$ cat config.mk
export PLATFORM = sky130hd
export DESIGN_NAME = uart_cmd_sequencer
export DESIGN_NICKNAME = d
export VERILOG_FILES = /design/src/rtl/uart_cmd_pkg.sv /design/src/rtl/uart_byte_strobe.sv /design/src/rtl/uart_cmd_sequencer.sv
export SDC_FILE = /design/constraint.sdc
export NUM_CORES = 1
export LEC_CHECK = 0
export ABC_AREA = 0
export BUFFER_PORTS_ARGS = -buffer_cell sky130_fd_sc_hd__buf_4
export CAP_MARGIN = 15
export CORE_MARGIN = 5
export CORE_UTILIZATION = 50
export DETAILED_ROUTE_END_ITERATION = 10
export PLACE_DENSITY_LB_ADDON = 0.25
export SKIP_CTS_REPAIR_TIMING = 1
export SLEW_MARGIN = 30
export SYNTH_ARGS = -nofsm -noshare
export SYNTH_HDL_FRONTEND = slang
export SYNTH_HIERARCHICAL = 1
export SYNTH_SLANG_ARGS = --single-unit
$ cat constraint.sdc
create_clock -name CLOCK -period 2.55 [get_ports CLOCK]
set_input_delay 0.255 -clock CLOCK [delete_from_list [all_inputs] [get_ports CLOCK]]
set_output_delay 0.255 -clock CLOCK [all_outputs]
set_load 0.01 [all_outputs]
$ cat src/rtl/uart_cmd_pkg.sv
// rtl/uart_cmd_pkg.sv - shared state encoding, field widths and checksum helper for the UART command sequencer
package uart_cmd_pkg;

    localparam int BYTE_W = 8;
    localparam int ADDR_W = 8;
    localparam int DATA_W = 16;
    localparam logic [BYTE_W-1:0] HEADER_DEFAULT = 8'hA5;

    typedef enum logic [2:0] {
        ST_IDLE  = 3'd0,
        ST_ADDR  = 3'd1,
        ST_DHI   = 3'd2,
        ST_DLO   = 3'd3,
        ST_CSUM  = 3'd4,
        ST_WRITE = 3'd5
    } state_t;

    // Frame checksum: byte-wide sum of the three payload bytes, carries discarded.
    function automatic logic [BYTE_W-1:0] csum8(
        input logic [BYTE_W-1:0] a,
        input logic [BYTE_W-1:0] b,
        input logic [BYTE_W-1:0] c
    );
        csum8 = a + b + c;
    endfunction

endpackage

$ cat src/rtl/uart_byte_strobe.sv
// rtl/uart_byte_strobe.sv - converts the receiver's per-byte toggle flag into a one-cycle byte strobe
module uart_byte_strobe (
    input  logic CLOCK,
    input  logic RESET_N,
    input  logic RX_TOGGLE,
    output logic STROBE
);

    logic toggle_q;
    logic toggle_d;

    // Registered copy simply follows the flag; the difference marks a new byte.
    always_comb begin
        toggle_d = RX_TOGGLE;
    end

    // Reset also tracks the flag so that releasing reset never looks like an edge.
    always_ff @(posedge CLOCK) begin
        if (!RESET_N) begin
            toggle_q <= RX_TOGGLE;
        end else begin
            toggle_q <= toggle_d;
        end
    end

    assign STROBE = RX_TOGGLE ^ toggle_q;

endmodule

$ cat src/rtl/uart_cmd_sequencer.sv
// rtl/uart_cmd_sequencer.sv - decodes HEADER/ADDR/DHI/DLO/CSUM byte frames into acknowledged register writes
module uart_cmd_sequencer
    import uart_cmd_pkg::*;
#(
    parameter int unsigned       TIMEOUT_CYCLES = 500000,
    parameter logic [BYTE_W-1:0] HEADER         = HEADER_DEFAULT
) (
    input  logic              CLOCK,
    input  logic              RESET_N,
    input  logic [BYTE_W-1:0] RX_DATA,
    input  logic              RX_TOGGLE,
    output logic [ADDR_W-1:0] WR_ADDR,
    output logic [DATA_W-1:0] WR_DATA,
    output logic              WR_REQ,
    input  logic              WR_ACK,
    output logic              BUSY,
    output logic              ERR_CHECKSUM,
    output logic              ERR_TIMEOUT,
    output logic              ERR_OVERRUN,
    output logic [7:0]        FRAME_COUNT
);

    localparam int CNT_W = $clog2(TIMEOUT_CYCLES + 1);
    localparam logic [CNT_W-1:0] CNT_LAST = CNT_W'(TIMEOUT_CYCLES - 1);

    logic strobe;

    state_t            state_q, state_d;
    logic [CNT_W-1:0]  cnt_q, cnt_d;
    logic [BYTE_W-1:0] addr_q, addr_d;
    logic [BYTE_W-1:0] dhi_q, dhi_d;
    logic [BYTE_W-1:0] dlo_q, dlo_d;
    logic [7:0]        frame_count_q, frame_count_d;
    logic              err_checksum_q, err_checksum_d;
    logic              err_timeout_q, err_timeout_d;
    logic              err_overrun_q, err_overrun_d;

    uart_byte_strobe u_strobe (
        .CLOCK     (CLOCK),
        .RESET_N   (RESET_N),
        .RX_TOGGLE (RX_TOGGLE),
        .STROBE    (strobe)
    );

    // Next-state, holding registers, inter-byte timer and error pulses.
    always_comb begin
        state_d        = state_q;
        cnt_d          = cnt_q;
        addr_d         = addr_q;
        dhi_d          = dhi_q;
        dlo_d          = dlo_q;
        frame_count_d  = frame_count_q;
        err_checksum_d = 1'b0;
        err_timeout_d  = 1'b0;
        err_overrun_d  = 1'b0;

        case (state_q)
            ST_IDLE: begin
                cnt_d = '0;
                if (strobe && (RX_DATA == HEADER)) begin
                    state_d = ST_ADDR;
                end
            end
            ST_ADDR, ST_DHI, ST_DLO, ST_CSUM: begin
                // A byte arriving on the expiry cycle wins over the timeout.
                if (strobe) begin
                    cnt_d = '0;
                    case (state_q)
                        ST_ADDR: begin
                            addr_d  = RX_DATA;
                            state_d = ST_DHI;
                        end
                        ST_DHI: begin
                            dhi_d   = RX_DATA;
                            state_d = ST_DLO;
                        end
                        ST_DLO: begin
                            dlo_d   = RX_DATA;
                            state_d = ST_CSUM;
                        end
                        default: begin
                            if (RX_DATA == csum8(addr_q, dhi_q, dlo_q)) begin
                                state_d = ST_WRITE;
                            end else begin
                                err_checksum_d = 1'b1;
                                state_d        = ST_IDLE;
                            end
                        end
                    endcase
                end else if (cnt_q == CNT_LAST) begin
                    cnt_d         = '0;
                    err_timeout_d = 1'b1;
                    state_d       = ST_IDLE;
                end else begin
                    cnt_d = cnt_q + CNT_W'(1);
                end
            end
            ST_WRITE: begin
                cnt_d = '0;
                if (strobe) begin
                    err_overrun_d = 1'b1;
                end
                if (WR_ACK) begin
                    frame_count_d = frame_count_q + 8'd1;
                    state_d       = ST_IDLE;
                end
            end
            default: begin
                cnt_d   = '0;
                state_d = ST_IDLE;
            end
        endcase
    end

    // State and datapath registers; reset abandons any frame or pending write.
    always_ff @(posedge CLOCK) begin
        if (!RESET_N) begin
            state_q        <= ST_IDLE;
            cnt_q          <= '0;
            addr_q         <= '0;
            dhi_q          <= '0;
            dlo_q          <= '0;
            frame_count_q  <= '0;
            err_checksum_q <= 1'b0;
            err_timeout_q  <= 1'b0;
            err_overrun_q  <= 1'b0;
        end else begin
            state_q        <= state_d;
            cnt_q          <= cnt_d;
            addr_q         <= addr_d;
            dhi_q          <= dhi_d;
            dlo_q          <= dlo_d;
            frame_count_q  <= frame_count_d;
            err_checksum_q <= err_checksum_d;
            err_timeout_q  <= err_timeout_d;
            err_overrun_q  <= err_overrun_d;
        end
    end

    assign WR_ADDR      = addr_q;
    assign WR_DATA      = {dhi_q, dlo_q};
    assign WR_REQ       = (state_q == ST_WRITE);
    assign BUSY         = (state_q != ST_IDLE);
    assign ERR_CHECKSUM = err_checksum_q;
    assign ERR_TIMEOUT  = err_timeout_q;
    assign ERR_OVERRUN  = err_overrun_q;
    assign FRAME_COUNT  = frame_count_q;

endmodule

==> Implementation_results.wiki, run 1 <==
{| class="wikitable"
! Metric !! Value
|-
| Weighted congestion reported at the end of routability-driven placement || 0.8787
|-
| Slew at the pin closest to its max-slew limit || 0.7254 ns
|-
| Number of standard-cell rows in the floorplan || 27
|-
| Dominant combinational cell family by area after synthesis || simple AND/OR/NAND/NOR gates
|-
| Count of state elements after synthesis || 58
|-
| Hold path cells || 1
|-
| Hold endpoint || u_strobe/toggle_q$_DFF_P_
|-
| Kind of launch point of the worst setup path || flip-flop
|-
| Via count of the first global-routing pass || 2332
|-
| Core Footprint || 5608 µm²
|-
| Most area-hungry cell type in the Yosys netlist || dfxtp_1
|-
| Global-route wire length before repair || 10.74 mm
|-
| Number of violations of the max-capacitance limit || 0
|-
| Arrival time at the worst endpoint || 2.75 ns
|-
| PnR worst setup slack || 0.04198 ns
|-
| Final count of hold timing violations || 0
|-
| Number of endpoints failing setup at the final stage || 0
|-
| Peak ir drop on the vdd network || 289.2 µV
|-
| Number of buffers created by CTS || 9
|-
| Area share of the largest cell type after synthesis || 39.64%
|-
| Worst Hold Launch || RX_TOGGLE
|-
| H-tree lvl count || 3
|-
| Kind of cell with the highest combined delay on the critical path || adder cells
|-
| Post-Synth Adder-Cell Area || 8.885%
|-
| Combined buffer and inverter count along the critical path || 0
|-
| Final antenna-violating net count || 0
|-
| Number of synthesized flops with an enable pin || 0
|-
| Critical path start-end classification || reg2reg
|-
| DRT Wirelength || 6.519 mm
|-
| Share of the synthesized netlist area taken by xor and xnor gates || 11.53%
|-
| Areal power density over the cells || 456.8 nW/µm²
|-
| Skew final || 0.006094 ns
|-
| Maximum cell stage delay along the critical path || 0.58 ns
|-
| Area of the die || 7489 µm²
|-
| Die Span X || 86.54 µm
|-
| R2r worst-path depth || 7
|-
| Mapped cell area || 2929 µm²
|-
| Category of the worst setup path capture point || flip-flop
|-
| Period utilization || 98.35%
|-
| Total iterations of the first detailed-routing run || 4
|-
| Hold Crit Class || in2reg
|-
| Reg-to-reg startpoint || dlo_q[1]$_SDFFE_PN0P_
|-
| Max-Slew Margin vs Limit || 51.64%
|-
| Synthesized instance count || 334
|-
| Share of synthesized area occupied by flip-flops and latches || 39.64%
|-
| First DRT Iteration DRCs || 148
|-
| Detail-routed net length per standard cell || 14.08 µm
|-
| Result of the run || finished, final reports clean
|-
| Multiplexer share of the synthesized area || 0.3417%
|-
| Net total in the final layout || 417
|-
| Share of synthesized flip-flops with an asynchronous set or reset || 0%
|-
| Maximum number of pins on one net before global-route repair || 39
|-
| Total Negative Setup Slacks || 0 ns
|-
| Antenna violations before repair || 0
|-
| Total congestion overflow after global routing || 0
|-
| Clock Path Buffers || 2
|-
| Number of distinct library cells after synthesis || 40
|-
| Fraction of final layout cells with drive strength greater than 1 || 19.95%
|-
| Reg2Reg Setup Slack || 0.04 ns
|-
| Die Span Y || 86.54 µm
|-
| Area delta synth->final || 21.83%
|-
| Antenna diode count || 0
|-
| Buffers added on ports || 48
|-
| Syn nets || 362
|-
| Via density per instance || 5.324
|-
| Layout filler cell count || 515
|-
| Highest clock rate || 398.7 MHz
|-
| Clock Sink Count || 58
|-
| Most area-consuming cells after synthesis || dfxtp_1 40%, nand2_1 8.2%, a21boi_1 6.2%
|-
| Worst-path maximum fanout || 3
|-
| Total Power Consumption || 0.001630 W
|-
| Synth Flop Type || dfxtp_1
|-
| Post-route minimum period || 2.508 ns
|-
| Routed via count || 2465
|-
| Post-detailed-route DRC marker count || 0
|-
| Slowest cell on the critical path || fa_1
|-
| Half-perimeter wire length after detailed placement || 4.718 mm
|-
| Ports placed on the boundary || 49
|-
| Cell at the root of the clock tree || clkbuf_8
|-
| Post-place setup slack || -0.03848 ns
|-
| Capture instance of the worst register-to-register path || state_q[0]$_SDFFE_PN0P_
|-
| P_leak || 1.419 nW
|-
| Max-slew violations || 0
|-
| Synthesized-area fraction occupied by and/or/nand/nor cells || 24.09%
|-
| Setup repair after global routing missed its margin || yes
|-
| Initial standard-cell utilization of the core || 52.23%
|-
| Source-to-sink clock delay at the later pin of the worst-skew pair || 0.33 ns
|-
| Clock slew at the register clock pins of the worst setup and hold paths || 0.06 ns
|-
| Share of the synthesized area in compound gates (AO/OA/AOI/OAI) || 12.17%
|-
| TritonCTS clock tree || yes
|-
| Hold_ws || 0.03776 ns
|-
| Yosys warns || 6
|-
| Crit-path cells || fa_1 > ha_4 > fa_2 > xor2_1 > a2111oi_2 > o2111ai_2 > o31ai_2
|-
| Synthesized area per cell || 8.770 µm²
|-
| Global-route total usage across every layer || 18.23%
|-
| WP data required || 2.80 ns
|}
[kinds of logic after synthesis]
| kind of cell | after synthesis |
|---|---|
| flip-flops | 58 |
| adder cells (fa/ha/maj) | 16 |
| AO/OA/AOI/OAI | 51 |
| buffers and inverters | 23 |
| XOR/XNOR | 37 |
| AND/OR/NAND/NOR | 148 |
| multiplexers | 1 |
[stage by stage]
| stage | cell area (µm²) | util, % | instances |
|---|---|---|---|
| after floorplan | 2929 | - | 334 |
| after global placement | 3368 | 60.06 | 448 |
| after detailed placement | 3368 | 60.06 | 448 |
| after CTS | 3508 | 62.56 | 461 |
| after global routing | 3568 | 63.63 | 463 |
| final | 3568 | 63.63 | 463 |
[layout make-up]
type | count | area (µm²) | area share, %
clock buffers | 12 | 135.1 | 3.787
inverters | 11 | 41.29 | 1.157
multi-input cells | 253 | 1713 | 48.00
well taps | 72 | 90.09 | 2.525
clock inverters | 1 | 5.005 | 0.1403
flip-flops and latches | 58 | 1164 | 32.61
repair buffers | 56 | 420.4 | 11.78
[how the worst max path moves through the flow]
| stage | from | to | cells past startpoint |
|---|---|---|---|
| finish | dlo_q[1]$_SDFFE_PN0P_ | state_q[0]$_SDFFE_PN0P_ | 7 |
| global placement | WR_ADDR[1]$_SDFFE_PN0P_ | ERR_CHECKSUM$_SDFF_PP0_ | 7 |
| floorplan | dlo_q[1]$_SDFFE_PN0P_ | ERR_CHECKSUM$_SDFF_PP0_ | 7 |
| detailed placement | WR_ADDR[1]$_SDFFE_PN0P_ | state_q[0]$_SDFFE_PN0P_ | 7 |
| CTS | WR_ADDR[1]$_SDFFE_PN0P_ | state_q[0]$_SDFFE_PN0P_ | 7 |
| global route | dlo_q[1]$_SDFFE_PN0P_ | state_q[2]$_SDFFE_PN0P_ | 7 |
[worst register-to-register path: stages (launching register included)]
cell and delay (ns):
dfxtp_2 0.32, fa_1 0.58, ha_4 0.15, fa_2 0.43, xor2_1 0.17, a2111oi_2 0.31
o2111ai_2 0.21, o31ai_2 0.25
[synth_stat cells, drive strengths merged (3+ instances only)]
cell type,number
a21boi,24
nand2,64
clkbuf,5
nand4,5
a21oi,8
nand3,14
nor3,3
nor4bb,3
dfxtp,58
xor2,18
xnor2,18
o21ai,5
nor2,28
and2,8
buf,7
and3,6
inv,11
fa,8
ha,8
nor2b,4
[layer usage]
| metal | part of all wire, % | vias up | global-route usage (%) |
|---|---|---|---|
| met4 | 2.3 | 0 | 8.924 |
| met1 | 43 | 1178 | 22.57 |
| met2 | 50 | 45 | 29.97 |
| li1 | - | 1230 | - |
| met3 | 5.0 | 12 | 3.897 |
| met5 | 0 | - | 0 |
[registers in the layout, summed over array words and instances (netlist names)]
register,flops
cnt_q,19
FRAME_COUNT,8
WR_ADDR,8
dhi_q,8
dlo_q,8
state_q,3
ERR_CHECKSUM,1
ERR_OVERRUN,1
ERR_TIMEOUT,1
u_strobe/toggle_q,1
[placed cells by master (no fill, tap or decap), types with 6 or more instances in the layout]
cell type / instances
fa_1: 6
nand3_1: 14
xnor2_1: 18
a21oi_1: 8
clkbuf_8: 9
nor2_1: 28
ha_1: 7
nand2_1: 64
inv_1: 8
a21boi_1: 24
and2_1: 8
and3_1: 6
dfxtp_1: 56
xor2_1: 18
buf_4: 56
[power breakdown]
part	switching (W)	leakage [nW]	internal [W]
clock	0.000319	0.0722	0.000335
combinational	0.0000356	0.879	0.0000328
sequential	0.000000661	0.468	0.000907
total	0.000355	1.42	0.00128
Note: power is estimated with default switching activity, not from simulation.
==> run 2, diff against run 1 <==
--- a/config.mk
+++ b/config.mk
@@ -8,7 +8,7 @@
 export ABC_AREA = 0
 export BUFFER_PORTS_ARGS = -buffer_cell sky130_fd_sc_hd__buf_4
 export CAP_MARGIN = 15
-export CORE_MARGIN = 5
+export CORE_MARGIN = 2
 export CORE_UTILIZATION = 50
 export DETAILED_ROUTE_END_ITERATION = 10
 export PLACE_DENSITY_LB_ADDON = 0.25
==> run 2 against run 1 <==
Compared with the run above:
- sequential share of layout area is 0.13 points lower
- sequential power about the same
- non-clock buffer count shrank 1
- worst hold slack improved by 0.0012 ns
- critical path type unchanged
- critical endpoint unchanged
- highest routed layer unchanged
==> Implementation_results.wiki, run 2 (same netlist as run 1, synthesis figures left out) <==
{| class="wikitable"
! Metric !! Value
|-
| Clock group share of total power || 45.3% (+5.2 points)
|-
| Max-slew violations || 0 (unchanged)
|-
| Hold Crit Class || in2reg
|-
| DRT Wirelength || 6.452 mm (-1.0%)
|-
| Kind of launch point of the worst setup path || flip-flop
|-
| Final count of hold timing violations || 0 (unchanged)
|-
| Result of the run || finished, final reports clean
|-
| Combined buffer and inverter count along the critical path || 0 (unchanged)
|-
| Peak ir drop on the vdd network || 283.1 µV (-2.1%)
|-
| Highest clock rate || 402.5 MHz (+0.95%)
|-
| Clock Sink Count || 58 (unchanged)
|-
| Ports placed on the boundary || 49 (unchanged)
|-
| Largest Register || cnt_q
|-
| P_leak || 1.437 nW (+1.2%)
|-
| Weighted congestion reported at the end of routability-driven placement || 0.8135 (-7.4%)
|-
| Skew final || 0.006473 ns (+0.0003795 ns)
|-
| Internal power component || 0.001410 W (+11%)
|-
| First DRT Iteration DRCs || 142 (-4.1%)
|-
| Core Footprint || 5574 µm² (-0.60%)
|-
| Die Span Y || 80.54 µm (-6.9%)
|-
| Worst Hold Launch || RX_TOGGLE
|-
| Clock Path Buffers || 2 (unchanged)
|-
| Hold path cells || 1 (unchanged)
|-
| Global-route wire length before repair || 10.50 mm (-2.3%)
|-
| Initial standard-cell utilization of the core || 52.55% (+0.32 points)
|-
| Setup repair after global routing missed its margin || yes
|-
| Most common cell after layout, fill and taps aside || nand2_1
|-
| Period utilization || 97.43% (-0.93 points)
|-
| Kind of cell with the highest combined delay on the critical path || adder cells
|-
| WP data required || 2.79 ns (about the same)
|-
| Share of power burned in combinational logic || 3.9% (-0.3 points)
|-
| Most frequent cells in the layout || 64 x nand2_1, 55 x buf_4, 54 x dfxtp_1
|-
| Area of the die || 6487 µm² (-13%)
|-
| Hold_ws || 0.03896 ns (+0.001196 ns)
|-
| Critical path start-end classification || reg2reg
|-
| Layout filler cell count || 486 (-5.6%)
|-
| Capture instance of the worst register-to-register path || state_q[0]$_SDFFE_PN0P_
|-
| Power spent charging and discharging nets || 0.0003759 W (+5.9%)
|-
| Antenna violations before repair || 0 (unchanged)
|-
| Maximum cell stage delay along the critical path || 0.60 ns (+0.02 ns)
|-
| Half-perimeter wire length after detailed placement || 4.451 mm (-5.7%)
|-
| Cell at the root of the clock tree || clkbuf_8
|-
| Final antenna-violating net count || 0 (unchanged)
|-
| Slew at the pin closest to its max-slew limit || 0.5183 ns (-0.2071 ns)
|-
| Areal power density over the cells || 497.4 nW/µm² (+8.9%)
|-
| Total congestion overflow after global routing || 0 (unchanged)
|-
| Flop pwr share || 50.8% (-4.9 points)
|-
| Fraction of final layout cells with drive strength greater than 1 || 19.64% (-0.31 points)
|-
| Number of violations of the max-capacitance limit || 0 (unchanged)
|-
| Routed via count || 2426 (-1.6%)
|-
| Reg-to-reg startpoint || WR_ADDR[1]$_SDFFE_PN0P_
|-
| Hold endpoint || u_strobe/toggle_q$_DFF_P_
|-
| Max-Slew Margin vs Limit || 65.35% (+14 points)
|-
| Fin util || 64.42% (+0.79 points)
|-
| Total iterations of the first detailed-routing run || 4 (unchanged)
|-
| Post-detailed-route DRC marker count || 0 (unchanged)
|-
| Global-route total usage across every layer || 21.06% (+2.8 points)
|-
| Arrival time at the worst endpoint || 2.73 ns (-0.02 ns)
|-
| Maximum number of pins on one net before global-route repair || 39 (unchanged)
|-
| Switching Fraction || 21.05% (-0.73 points)
|-
| Worst-path maximum fanout || 3 (unchanged)
|-
| Area delta synth->final || 22.60%
|-
| Category of the worst setup path capture point || flip-flop
|-
| Number of buffers created by CTS || 9 (unchanged)
|-
| Reg2Reg Setup Slack || 0.07 ns (+0.02 ns)
|-
| Clock slew at the register clock pins of the worst setup and hold paths || 0.06 ns (about the same)
|-
| Post-route minimum period || 2.484 ns (-0.02363 ns)
|-
| Number of endpoints failing setup at the final stage || 0 (unchanged)
|-
| Largest register FFs || 19 (unchanged)
|-
| R2r worst-path depth || 8 (+1)
|-
| Antenna diode count || 0 (unchanged)
|-
| Total Negative Setup Slacks || 0 ns (unchanged)
|-
| Buffers added on ports || 48 (unchanged)
|-
| Slowest cell on the critical path || fa_1
|-
| Number of standard-cell rows in the floorplan || 27 (unchanged)
|-
| Die Span X || 80.54 µm (-6.9%)
|-
| Crit-path cells || fa_1 > ha_4 > fa_1 > nand3_1 > and2_1 > a2111oi_2 > o2111ai_2 > o31ai_1
|-
| Net total in the final layout || 416 (-0.24%)
|-
| TritonCTS clock tree || yes
|-
| Cell with the most instances on the worst path || fa_1
|-
| Detail-routed net length per standard cell || 13.91 µm (-1.2%)
|-
| Source-to-sink clock delay at the later pin of the worst-skew pair || 0.33 ns (about the same)
|-
| H-tree lvl count || 3 (unchanged)
|-
| Total Power Consumption || 0.001786 W (+9.6%)
|-
| Via count of the first global-routing pass || 2340 (+0.34%)
|-
| Via density per instance || 5.228 (-1.8%)
|}
[run 2: worst max path at each step]
stage	slack (ns)	depth (start not counted)	startpoint	to
final	0.07	8	WR_ADDR[1]$_SDFFE_PN0P_	state_q[0]$_SDFFE_PN0P_
after global routing	-0.07	8	WR_ADDR[1]$_SDFFE_PN0P_	state_q[2]$_SDFFE_PN0P_
after CTS	-0.02	7	dlo_q[1]$_SDFFE_PN0P_	state_q[2]$_SDFFE_PN0P_
after detailed placement	-0.02	9	WR_ADDR[0]$_SDFFE_PN0P_	state_q[0]$_SDFFE_PN0P_
after global placement	0.08	7	WR_ADDR[1]$_SDFFE_PN0P_	ERR_CHECKSUM$_SDFF_PP0_
after floorplan	0.13	7	dlo_q[1]$_SDFFE_PN0P_	ERR_CHECKSUM$_SDFF_PP0_
[run 2: area by class of cell]
type | count | area (µm²) | share of cell area, %
flip-flops and latches | 58 | 1166 | 32.47
multi-input cells | 253 | 1695 | 47.21
clock inverters | 3 | 40.04 | 1.115
repair buffers | 55 | 412.9 | 11.50
well taps | 72 | 90.09 | 2.509
clock buffers | 12 | 145.1 | 4.042
inverters | 11 | 41.29 | 1.150
[run 2: through the flow]
stage / area (µm²) / std cells / worst slack [ns]
6_report: 3591 / 464 / 0.06561
5_1_grt: 3591 / 464 / -0.07144
4_1_cts: 3553 / 463 / -0.01823
3_5_place_dp: 3368 / 448 / -0.01865
3_3_place_gp: 3368 / 448 / 0.08151
2_1_floorplan: 2929 / 334 / 0.1283
[run 2: per-layer routing]
| layer | share of wire [%] | routed length [µm] | track usage (%) |
|---|---|---|---|
| met5 | 0 | 0 | 0 |
| met4 | 1.5 | 96 | 9.831 |
| met3 | 6.4 | 416 | 5.281 |
| met2 | 47 | 3059 | 35.58 |
| met1 | 45 | 2879 | 24.96 |
[run 2: worst register-to-register path: cells and delay by family, from the launching register on]
kind            cells  cell delay, ns
compound gates      3            0.78
fa+ha+maj           3            0.97
flops               1            0.33
simple gates        2            0.31
[run 2: power groups by stage]
stage	combinational [W]	clock, W	sequential, W
finish	0.0000694	0.000809	0.000908
global route	0.0000752	0.000872	0.000907
CTS	0.0000668	0.000833	0.000907
detailed placement	0.0000666	0	0.000928
global placement	0.0000664	0	0.000928
floorplan	0.0000349	0	0.000928
